<file path="src/rtl/pipe_hazard_ctrl.sv">
// pipe_hazard_ctrl: stall/flush/redirect controller for the 5-stage MIPS core.
// Detects load-use and HI/LO hazards, tracks the multi-cycle mult/div unit,
// and sequences exception entry / ERET return through a one-cycle REDIRECT
// state with EPC capture (delay-slot corrected).
// Optional macro PIPE_CTRL_BRANCH_HAZARD_EN adds a branch-operand stall for
// branches resolved in ID.
module pipe_hazard_ctrl #(
  parameter logic [31:0] EXC_VECTOR = 32'hBFC00380,
  parameter int          MD_LATENCY = 32
) (
  input  logic        clk,
  input  logic        reset,
  input  logic [4:0]  id_rs,
  input  logic [4:0]  id_rt,
  input  logic        id_uses_rs,
  input  logic        id_uses_rt,
  input  logic        id_branch,
  input  logic        id_uses_hilo,
  input  logic        ex_memread,
  input  logic        ex_regwrite,
  input  logic [4:0]  ex_wreg,
  input  logic        mem_memread,
  input  logic [4:0]  mem_wreg,
  input  logic        md_start,
  input  logic        imem_ready,
  input  logic        exc_req,
  input  logic        eret_req,
  input  logic [31:0] mem_pc,
  input  logic        mem_bds,
  output logic        stall_pc,
  output logic        stall_if_id,
  output logic        flush_if_id,
  output logic        flush_id_ex,
  output logic        flush_ex_mem,
  output logic        flush_mem_wb,
  output logic        pc_redirect,
  output logic [31:0] redirect_pc,
  output logic [31:0] epc,
  output logic        md_busy
);

  typedef enum logic {
    S_RUN      = 1'b0,
    S_REDIRECT = 1'b1
  } state_e;

  localparam logic [5:0] MD_LOAD = 6'(MD_LATENCY - 1);

  state_e      state_q, state_d;
  logic [5:0]  md_cnt_q, md_cnt_d;
  logic [31:0] epc_q, epc_d;
  logic        sel_epc_q, sel_epc_d;  // 0: redirect to EXC_VECTOR, 1: to epc

  logic load_use_haz;
  logic hilo_haz;
  logic branch_haz;
  logic any_haz;
  logic busy;

  assign busy = (md_cnt_q != 6'd0);

  // Hazard detection: purely combinational, effective in the detection cycle.
  always_comb begin
    load_use_haz = ex_memread && (ex_wreg != 5'd0) &&
                   ((id_uses_rs && (id_rs == ex_wreg)) ||
                    (id_uses_rt && (id_rt == ex_wreg)));
    hilo_haz     = id_uses_hilo && (busy || md_start);
  end

`ifdef PIPE_CTRL_BRANCH_HAZARD_EN
  logic branch_ex_match;
  logic branch_mem_match;

  // Branch operands are compared in ID, so any in-flight producer must drain first.
  always_comb begin
    branch_ex_match  = ex_regwrite && (ex_wreg != 5'd0) &&
                       ((id_uses_rs && (id_rs == ex_wreg)) ||
                        (id_uses_rt && (id_rt == ex_wreg)));
    branch_mem_match = mem_memread && (mem_wreg != 5'd0) &&
                       ((id_uses_rs && (id_rs == mem_wreg)) ||
                        (id_uses_rt && (id_rt == mem_wreg)));
    branch_haz       = id_branch && (branch_ex_match || branch_mem_match);
  end
`else
  // Branches resolve in EX via forwarding; these inputs are intentionally idle.
  logic unused_branch_inputs;
  assign unused_branch_inputs = ^{id_branch, ex_regwrite, mem_memread, mem_wreg};
  assign branch_haz = 1'b0;
`endif

  assign any_haz = load_use_haz || hilo_haz || branch_haz;

  // Next-state and output decode; exception/ERET beats hazards, hazards beat imem wait.
  always_comb begin
    // NOTE: every signal written here gets a default first so no latch is inferred.
    state_d      = state_q;
    md_cnt_d     = md_cnt_q;
    epc_d        = epc_q;
    sel_epc_d    = sel_epc_q;
    stall_pc     = 1'b0;
    stall_if_id  = 1'b0;
    flush_if_id  = 1'b0;
    flush_id_ex  = 1'b0;
    flush_ex_mem = 1'b0;
    flush_mem_wb = 1'b0;
    pc_redirect  = 1'b0;
    redirect_pc  = 32'd0;

    // mult/div counter runs independently of the redirect FSM
    if (md_start && !busy) begin
      md_cnt_d = MD_LOAD;
    end else if (busy) begin
      md_cnt_d = md_cnt_q - 6'd1;
    end

    unique case (state_q)
      S_RUN: begin
        if (exc_req || eret_req) begin
          stall_pc     = 1'b1;
          flush_if_id  = 1'b1;
          flush_id_ex  = 1'b1;
          flush_ex_mem = 1'b1;
          flush_mem_wb = 1'b1;
          state_d      = S_REDIRECT;
          if (exc_req) begin
            epc_d     = mem_bds ? (mem_pc - 32'd4) : mem_pc;
            sel_epc_d = 1'b0;
          end else begin
            sel_epc_d = 1'b1;
          end
        end else if (any_haz) begin
          stall_pc    = 1'b1;
          stall_if_id = 1'b1;
          flush_id_ex = 1'b1;
        end else if (!imem_ready) begin
          stall_pc    = 1'b1;
          flush_if_id = 1'b1;
        end
      end
      S_REDIRECT: begin
        pc_redirect = 1'b1;
        flush_if_id = 1'b1;
        redirect_pc = sel_epc_q ? epc_q : EXC_VECTOR;
        state_d     = S_RUN;
      end
      default: state_d = S_RUN;
    endcase

    // all controls are forced quiet while reset is held
    if (reset) begin
      stall_pc     = 1'b0;
      stall_if_id  = 1'b0;
      flush_if_id  = 1'b0;
      flush_id_ex  = 1'b0;
      flush_ex_mem = 1'b0;
      flush_mem_wb = 1'b0;
      pc_redirect  = 1'b0;
      redirect_pc  = 32'd0;
    end
  end

  assign epc     = epc_q;
  assign md_busy = busy;

  // State registers: FSM, mult/div counter, EPC and redirect select.
  always_ff @(posedge clk or posedge reset) begin
    // NOTE: non-blocking assignments so all registers update from pre-edge values.
    if (reset) begin
      state_q   <= S_RUN;
      md_cnt_q  <= 6'd0;
      epc_q     <= 32'd0;
      sel_epc_q <= 1'b0;
    end else begin
      state_q   <= state_d;
      md_cnt_q  <= md_cnt_d;
      epc_q     <= epc_d;
      sel_epc_q <= sel_epc_d;
    end
  end

endmodule
</file>
<file path="config.mk">
export PLATFORM = sky130hd
export DESIGN_NAME = pipe_hazard_ctrl
export DESIGN_NICKNAME = d
export VERILOG_FILES = /design/src/rtl/pipe_hazard_ctrl.sv
export SDC_FILE = /design/constraint.sdc
export NUM_CORES = 1
export LEC_CHECK = 0
export CAP_MARGIN = 20
export CORE_ASPECT_RATIO = 1.75
export CORE_UTILIZATION = 40
export CTS_CLUSTER_SIZE = 24
export DETAILED_ROUTE_END_ITERATION = 10
export PLACE_DENSITY = 0.8
export SYNTH_ARGS = -nofsm -noshare
export SYNTH_HDL_FRONTEND = slang
export SYNTH_SLANG_ARGS = --single-unit
</file>
<file path="constraint.sdc">
create_clock -name clk -period 2.5 [get_ports clk]
set_input_delay 0.375 -clock clk [delete_from_list [all_inputs] [get_ports clk]]
set_output_delay 0.375 -clock clk [all_outputs]
set_load 0.1 [all_outputs]
</file>
======== After elaboration in Yosys (flattened, before gate mapping) ========
Index checks and enable logic that the tools add are counted.
storage, ports and cells
  register bits ........................... 40
  input bits .............................. 66
  output and inout port bits .............. 72
  word-level logic and storage cells ...... 54
operators by class
  $add $sub $neg .......................... 2
  equal/unequal tests ..................... 2
  muxes and demuxes ....................... 29
  bitwise operators ....................... 1
  reductions and logical operators ........ 16
operator list
  kind                                                 count
  2-to-1 mux 32 bit                                    4
  subtractor 32 x 3 -> 32 bit (second input constant)  1
  2-to-1 mux 1 bit                                     21
  2-to-1 mux 6 bit                                     2
  equality test 5 bit                                  2
  logical AND 1 bit                                    6
  nonzero test 6 bit                                   1
  subtractor 6 x 1 -> 6 bit (second input constant)    1
  nonzero test 5 bit                                   1
  logical OR 1 bit                                     4
  one-hot mux 1 bit (2 select lines)                   2
  AND reduction 3 bit                                  1
  AND reduction 2 bit                                  1
  nonzero test 2 bit                                   1
  zero test 1 bit                                      1
  NOT 1 bit                                            1

======== Depth between registers and ports, before layout ========
Gate-level depths: netlist of the first run.
  depth in word-level cells ............... 9
  mapped depth ............................ 7
  mapped depth without buffers ............ 7

======== Least setup slack after synthesis of the first run ========
No wires, ideal clock.
  path kind ............................... input port to output port
  from .................................... in reset
  to ...................................... out stall_if_id
  arrival time ............................ 4411 ps
  required time ........................... 2125 ps
  path slack .............................. -2286 ps
  cell stages on the path ................. 3
  path buffers ............................ 0
  cells stage by stage .................... inv_1 nand2_1 nor4_1
between the ends
  longest elaborated chain between the ends .. 1
ends and longest elaborated chain
  item              RTL line  text
  start, declared   12        input logic reset,
  2-to-1 mux 1 bit  150       if (reset) begin
  end, declared     31        output logic stall_if_id,
Every way passes these cells.

======== Final worst setup path of the first run ========
  from .................................... in id_rs[3]
  to ...................................... out flush_if_id
between the ends
  longest elaborated chain between the ends .. 9
ends and longest elaborated chain
  item                                RTL line  text
  start, declared                     13        input logic [4:0] id_rs,
  equality test 5 bit                 65        ((id_uses_rs && (id_rs == ex_wreg)) ||
  logical AND 1 bit                   65
  logical OR 1 bit                    65
  logical AND 1 bit                   64        load_use_haz = ex_memread && (ex_wreg != 5'd0) &&
  logical OR 1 bit                    91        assign any_haz = load_use_haz || hilo_haz || branch_haz;
  2-to-1 mux 1 bit                    131       end else if (any_haz) begin
  2-to-1 mux 1 bit                    118       if (exc_req || eret_req) begin
  one-hot mux 1 bit (2 select lines)  116       unique case (state_q)
  2-to-1 mux 1 bit                    150
  end, declared                       32        output logic flush_if_id,
Every way passes these cells.

==> flow_metrics.py, run 1 <==
metrics = {
    "setup_path": {
        "cp_slowest_cell": "clkdlybuf4s50_1",
        "timing.rr.start": "state_q$_DFF_PP0_",
        "critPathKind": "primary input to output port",
        "cp_max_fo": 2,
        "crit_family": "buffers and inverters",
        "cp-end-kind": "output port",
        "cp.buffers_inverters": 3,
        "crit_chain": "clkdlybuf4s50_1, xor2_2, nor4_2, a32oi_2, buf_4, o21ai_1, a31oi_4, buf_12",
        "crit_path_start": "id_rs[3]",
        "cp_data_arrival_time_ns": 2.06,
        "critPathLaunchType": "primary input",
        "crit_required_ns": 2.12,
        "cpPeakStageDelay_ns": 0.51,
    },
    "global_route": {
        "grt_max_degree": 33,
        "grt-ovfl-total": 0,
        "globalRouteTotalUtil_pct": 23.5,
        "grt_pass1_vias": 2612,
        "grt_pass1_wl_um": 12300,
        "grt_antenna_before_repair": 0,
    },
    "timing": {
        "tns_ns": 0,
        "hold_slack_ns": 0.429,
        "maxSlewViolCount": 0,
        "slew_headroom_pct": 65.5,
        "max_freq_mhz": 411,
        "fin_worst_skew_ns": 0.00656,
        "post-route-period-util_pct": 97.4,
        "worst_slew_pin_slew_ns": 0.515,
        "hold_viol": 0,
        "setup_violations": 0,
        "fin_crit_ns": 2.44,
    },
    "synth": {
        "synth-simple-area-share_pct": 27.3,
        "synth_enable_flop_cells": 0,
        "synthArstFlopShare_pct": 100,
        "postSynthAreaPerCell_um2": 9.10,
        "yosys-top-cells-area": "dfrtp_1, xnor2_1, nand2_1, o21ai_0, and2_1",
        "synth_area_um2": 2580,
        "synth_mux_area_share_pct": 2.08,
        "synth_nets": 353,
        "synth_compound_area_share_pct": 13.2,
        "synth-adder-area-share_pct": 1.45,
        "synth_top_family_by_area": "simple AND/OR/NAND/NOR gates",
        "synth_area_leader_cell": "dfrtp_1",
        "yosys_register_bits": 40,
        "synth_top_area_share_pct": 38.7,
        "synth_seq_area_share_pct": 38.7,
        "synth.distinct_cells": 47,
        "yosys.area_share.xor_xnor_pct": 13.2,
        "ys.flop_type": "dfrtp_1",
        "yosysWarnings": 0,
        "syn-instance-count": 284,
    },
    "drt": {
        "drt-pass1-iter-count": 4,
        "drtAntennaViolNets": 0,
        "vias_per_cell": 5.07,
        "num_vias": 2615,
        "drt_iter0_markers": 68,
        "drt-total-wl_um": 7780,
        "drcViolationCount": 0,
        "wl_per_cell_um": 15.1,
    },
    "final_layout": {
        "final_core_util_pct": 76.0,
        "final_cell_mix": "buf_4, clkdlybuf4s50_1, buf_12",
        "fillers": 419,
        "drive_gt1_share_pct": 35.3,
        "diodes": 0,
        "mostFrequentLayoutCell": "buf_4",
        "fin_nets": 504,
        "syn2layout_area_growth_pct": 83.2,
    },
    "power": {
        "p_total_w": 0.00340,
        "irDropWorstVdd_uv": 501,
        "p_per_area_nw_per_um2": 719,
        "p_leak_nw": 2.01,
    },
    "floorplan": {
        "dieArea_um2": 6800,
        "floorplan.initialDensity_pct": 41.5,
        "die_h_um": 108,
        "die-width_um": 62.8,
        "fp.coreArea_um2": 6230,
        "ios": 138,
        "num_rows": 38,
    },
    "placed_design": {
        "place_congestion": 0.777,
        "post-dp-hpwl_um": 6120,
        "io_buffers": 129,
    },
    "cts": {
        "clockBufferDepth": 2,
        "clock-sinks": 40,
        "htreeDepth": 2,
        "clock_latency_ns": 0.29,
        "cts_made_buffers": 5,
        "path_clk_slew_ns": 0.07,
        "postCtsHoldBufs": 0,
        "cts_tree": "built",
        "cts_root_buf": "clkbuf_8",
    },
    "worst_hold_path": {
        "hold_class": "primary input to async pin",
    },
    "outcome": {
        "status": "complete, no violations",
    },
    "job": {
        "max_cap_viol_count": 0,
    },
}
-- per-stage QoR --
stage / setup slack, ns / instance area [µm²] / instances
floorplan: -0.130 / 2680 / 284
detailed placement: -0.335 / 4490 / 504
CTS: 0.00884 / 4650 / 513
finish: 0.0649 / 4730 / 516
global route: -0.0238 / 4730 / 516
global placement: -0.241 / 4490 / 504
-- cell type report --
cell class                 instances  area, µm²  share of cell area, %
multi-input combinational        223       1660                   35.1
tap                               80        100                   2.11
clock buffer                       8       90.1                   1.90
sequential                        40       1000                   21.1
inverter                           9       41.3                  0.872
timing repair buffer             156       1840                   38.9
-- power by group --
group	internal [W]	switching [W]	leakage, nW
Clock	0.000225	0.000212	0.0455
Combinational	0.000606	0.00141	1.47
Sequential	0.000798	0.000152	0.487
-- routing by layer --
metal	wire [µm]	track usage [%]	up-vias
met3	267	4.32	12
li1	-	-	1278
met4	195	9.63	0
met5	0	0	-
met2	4660	46.0	72
met1	2650	23.8	1253
-- registers in the layout, summed over array words and instances, names as in the netlist --
register and flops:
state_q 1, epc 32, sel_epc_q 1, md_cnt_q 6
-- cell usage after synthesis (2+ instances only) --
cell type  instances
or3_4              2
or4_1              3
o21ai_0           27
ha_1               3
nand2_1           37
a31oi_1            2
nor3_2             2
mux2_2             3
and2_1            21
nor4_1             7
dfrtp_1           40
o21ai_1            6
nor3_1            11
or3_1              3
clkbuf_1           7
inv_1              9
xnor2_1           24
xor2_1            15
nor3b_1            2
o21a_1            12
nand4b_2           2
nor2_1            14
mux2i_1            2
a21oi_1            6
nor4_4             2
-- final timing paths --
| path | end | slack [ns] | depth (start not counted) |
|---|---|---|---|
| worst max-delay path | flush_if_id | 0.06 | 8 |
| worst min-delay path | sel_epc_q$_DFFE_PP0P_ | 0.43 | 2 |
| worst max register to register | epc[17]$_DFFE_PP0P_ | 0.90 | 5 |
| worst min register to register | state_q$_DFF_PP0_ | 0.45 | 1 |
| max in group asynchronous | md_cnt_q[5]$_DFFE_PP0P_ | 1.59 | 3 |
| min in group clk | state_q$_DFF_PP0_ | 0.45 | 1 |
-- what timing repair did --
item | CTS | global route
setup endpoints to repair | 4 | 12
setup buffers | 2 | 3
gates resized for setup | 20 | 18
pin swaps | 7 | 5
-- cells by family after synthesis --
group / count (synthesis)
AO/OA/AOI/OAI: 58
XOR/XNOR: 39
adder cells (fa/ha/maj): 3
buffers and inverters: 21
flip-flops: 40
multiplexers: 5
AND/OR/NAND/NOR: 118
No activity file was read; power rests on OpenSTA's default activity.
==> run 2, diff against run 1 <==
--- a/config.mk
+++ b/config.mk
@@ -7,10 +7,11 @@
 export LEC_CHECK = 0
 export CAP_MARGIN = 20
 export CORE_ASPECT_RATIO = 1.75
-export CORE_UTILIZATION = 40
+export CORE_MARGIN = 2
+export CORE_UTILIZATION = 36
 export CTS_CLUSTER_SIZE = 24
 export DETAILED_ROUTE_END_ITERATION = 10
-export PLACE_DENSITY = 0.8
+export PLACE_DENSITY = 0.76
 export SYNTH_ARGS = -nofsm -noshare
 export SYNTH_HDL_FRONTEND = slang
 export SYNTH_SLANG_ARGS = --single-unit
==> constraint.sdc (replaced) <==
create_clock -name clk -period 2.1 [get_ports clk]
set_input_delay 0.315 -clock clk [delete_from_list [all_inputs] [get_ports clk]]
set_output_delay 0.315 -clock clk [all_outputs]
set_load 0.1 [all_outputs]
==> run 2 against run 1 <==
Sequential power increased by 18%; the flow now finishes with violations (negative setup slack); highest routed layer unchanged; combinational power increased by 28%; worst setup slack got worse by 0.094 ns; die area increased by 16%.
==> flow_metrics.py, run 2 (same netlist as run 1, synthesis figures left out) <==
metrics = {
    "timing": {
        "hold_viol": 0,
        "fin_worst_skew_ns": 0.00306,
        "setup_violations": 2,
        "hold_slack_ns": 0.463,
        "max_freq_mhz": 470,
        "rsz0062_at_grt": "yes",
        "fin_crit_ns": 2.13,
        "worst_slew_pin_slew_ns": 0.531,
        "tns_ns": -0.0391,
        "setup_ws_ns": -0.0289,
        "maxSlewViolCount": 0,
        "post-route-period-util_pct": 101,
        "slew_headroom_pct": 64.6,
    },
    "floorplan": {
        "die-width_um": 68.0,
        "ios": 138,
        "die_h_um": 116,
        "fp.coreArea_um2": 6910,
        "floorplan.initialDensity_pct": 37.4,
        "dieArea_um2": 7900,
        "num_rows": 40,
    },
    "final_layout": {
        "multi_input_area_um2": 1800,
        "fin_nets": 540,
        "largest_register_ffs": 32,
        "regArea_um2": 1000,
        "mostFrequentLayoutCell": "buf_4",
        "final_cells": 556,
        "final_cell_mix": "buf_4, buf_12, dfrtp_1",
        "fillers": 476,
        "drive_gt1_share_pct": 49.2,
        "diodes": 0,
        "syn2layout_area_growth_pct": 101,
    },
    "placed_design": {
        "place_congestion": 0.816,
        "dp_cells": 535,
        "io_buffers": 129,
        "post-place-ws_ns": -0.415,
        "post-dp-hpwl_um": 6640,
    },
    "power": {
        "p_leak_nw": 2.33,
        "irDropWorstVdd_uv": 551,
        "p_per_area_nw_per_um2": 875,
    },
    "cts": {
        "cts_tree": "built",
        "clockBufferDepth": 2,
        "htreeDepth": 2,
        "clock_latency_ns": 0.28,
        "cts_root_buf": "clkbuf_16",
        "clock-sinks": 40,
        "cts_made_buffers": 5,
        "path_clk_slew_ns": 0.06,
    },
    "global_route": {
        "grt-ovfl-total": 0,
        "grt_pass1_wl_um": 13400,
        "globalRouteTotalUtil_pct": 22.4,
        "grt_pass1_vias": 2872,
        "grt_antenna_before_repair": 0,
        "grt_max_degree": 61,
    },
    "drt": {
        "vias_per_cell": 4.91,
        "drtAntennaViolNets": 0,
        "drt_iter0_markers": 61,
        "drt-total-wl_um": 8520,
        "drcViolationCount": 0,
        "drt-pass1-iter-count": 4,
        "num_vias": 2731,
        "wl_per_cell_um": 15.3,
    },
    "setup_path": {
        "crit_path_start": "md_cnt_q[1]$_DFFE_PP0P_",
        "cp_max_fo": 3,
        "cp-end-kind": "output port",
        "timing.rr.start": "md_cnt_q[1]$_DFFE_PP0P_",
        "ff2ff_path_depth": 8,
        "critPathLaunchType": "flip-flop",
        "cp_data_arrival_time_ns": 1.81,
        "crit_required_ns": 1.78,
        "regToRegSetupSlack_ns": 0.60,
        "crit_end": "flush_if_id",
        "critPathKind": "flip-flop to output port",
        "reg2reg_to": "md_cnt_q[2]$_DFFE_PP0P_",
    },
    "worst_hold_path": {
        "hold_class": "primary input to flip-flop",
    },
    "outcome": {
        "status": "complete, but fails checks",
        "violations": "negative setup slack",
    },
    "job": {
        "max_cap_viol_count": 0,
    },
}
run 2: cell count changes in the layout (fill, tap and decap cells not counted), sizes merged:
cell	change
clkinv	+1
clkbuf	-3
buf	+46
clkdlybuf4s15	-1
clkdlybuf4s50	-13
bufinv	+1
dlymetal6s2s	+5
run 2: timing repair:
action / 4_1_cts / 5_1_grt
pin swaps: 21 / 11
hold buffers: 0 / 0
gates resized for setup: 64 / 23
endpoints found under the setup margin: 19 / 28
buffers inserted: 9 / 4
run 2: worst min-delay path by stage:
stage / end / cells after the start / slack [ns] / start
global placement: state_q$_DFF_PP0_ / 1 / 0.43 / state_q$_DFF_PP0_
CTS: state_q$_DFF_PP0_ / 1 / 0.45 / state_q$_DFF_PP0_
finish: epc[15]$_DFFE_PP0P_ / 4 / 0.46 / mem_pc[15]
floorplan: epc[0]$_DFFE_PP0P_ / 1 / 0.31 / reset
global route: epc[15]$_DFFE_PP0P_ / 4 / 0.50 / mem_pc[15]
detailed placement: state_q$_DFF_PP0_ / 1 / 0.44 / state_q$_DFF_PP0_
run 2: where the power goes:
part,total (W),switching [W],internal (W)
clock,0.000853,0.000295,0.000559
combinational,0.00258,0.00174,0.000838
sequential,0.00112,0.000172,0.000951
total,0.00455,0.00221,0.00235
run 2: cell type report:
type / instances / share of cell area (%)
timing repair buffer: 192 / 40.2
multi-input combinational: 223 / 34.6
sequential: 40 / 19.2
clock buffer: 6 / 2.48
tap: 84 / 2.02
inverter: 9 / 0.793
clock inverter: 2 / 0.673
run 2: metrics by stage:
| stage | cell area [µm²] | utilization, % | total power (W) |
|---|---|---|---|
| 6_report | 5200 | 75.4 | 0.00455 |
| 5_1_grt | 5200 | 75.4 | 0.00475 |
| 4_1_cts | 5070 | 73.4 | 0.00453 |
| 3_5_place_dp | 4780 | 69.3 | 0.00355 |
| 3_3_place_gp | 4780 | 69.3 | 0.00352 |
| 2_1_floorplan | 2770 | - | 0.00277 |
run 2: critical path, cell delays in order, from the launching register on:
cell	delay, ns
dfrtp_1	0.38
inv_2	0.09
ha_4	0.14
nor3b_4	0.19
nand2_2	0.12
a21oi_2	0.18
o21ai_2	0.09
a31oi_4	0.15
buf_12	0.19
run 2: metal layers:
metal | vias to the layer above | wire (µm) | global-route usage (%) | part of all wire (%)
met1 | 1280 | 2830 | 21.7 | 33
met2 | 94 | 5010 | 45.6 | 59
met3 | 10 | 528 | 3.79 | 6.2
li1 | 1347 | - | - | -
met5 | - | 0 | 0 | 0
met4 | 0 | 159 | 6.13 | 1.9
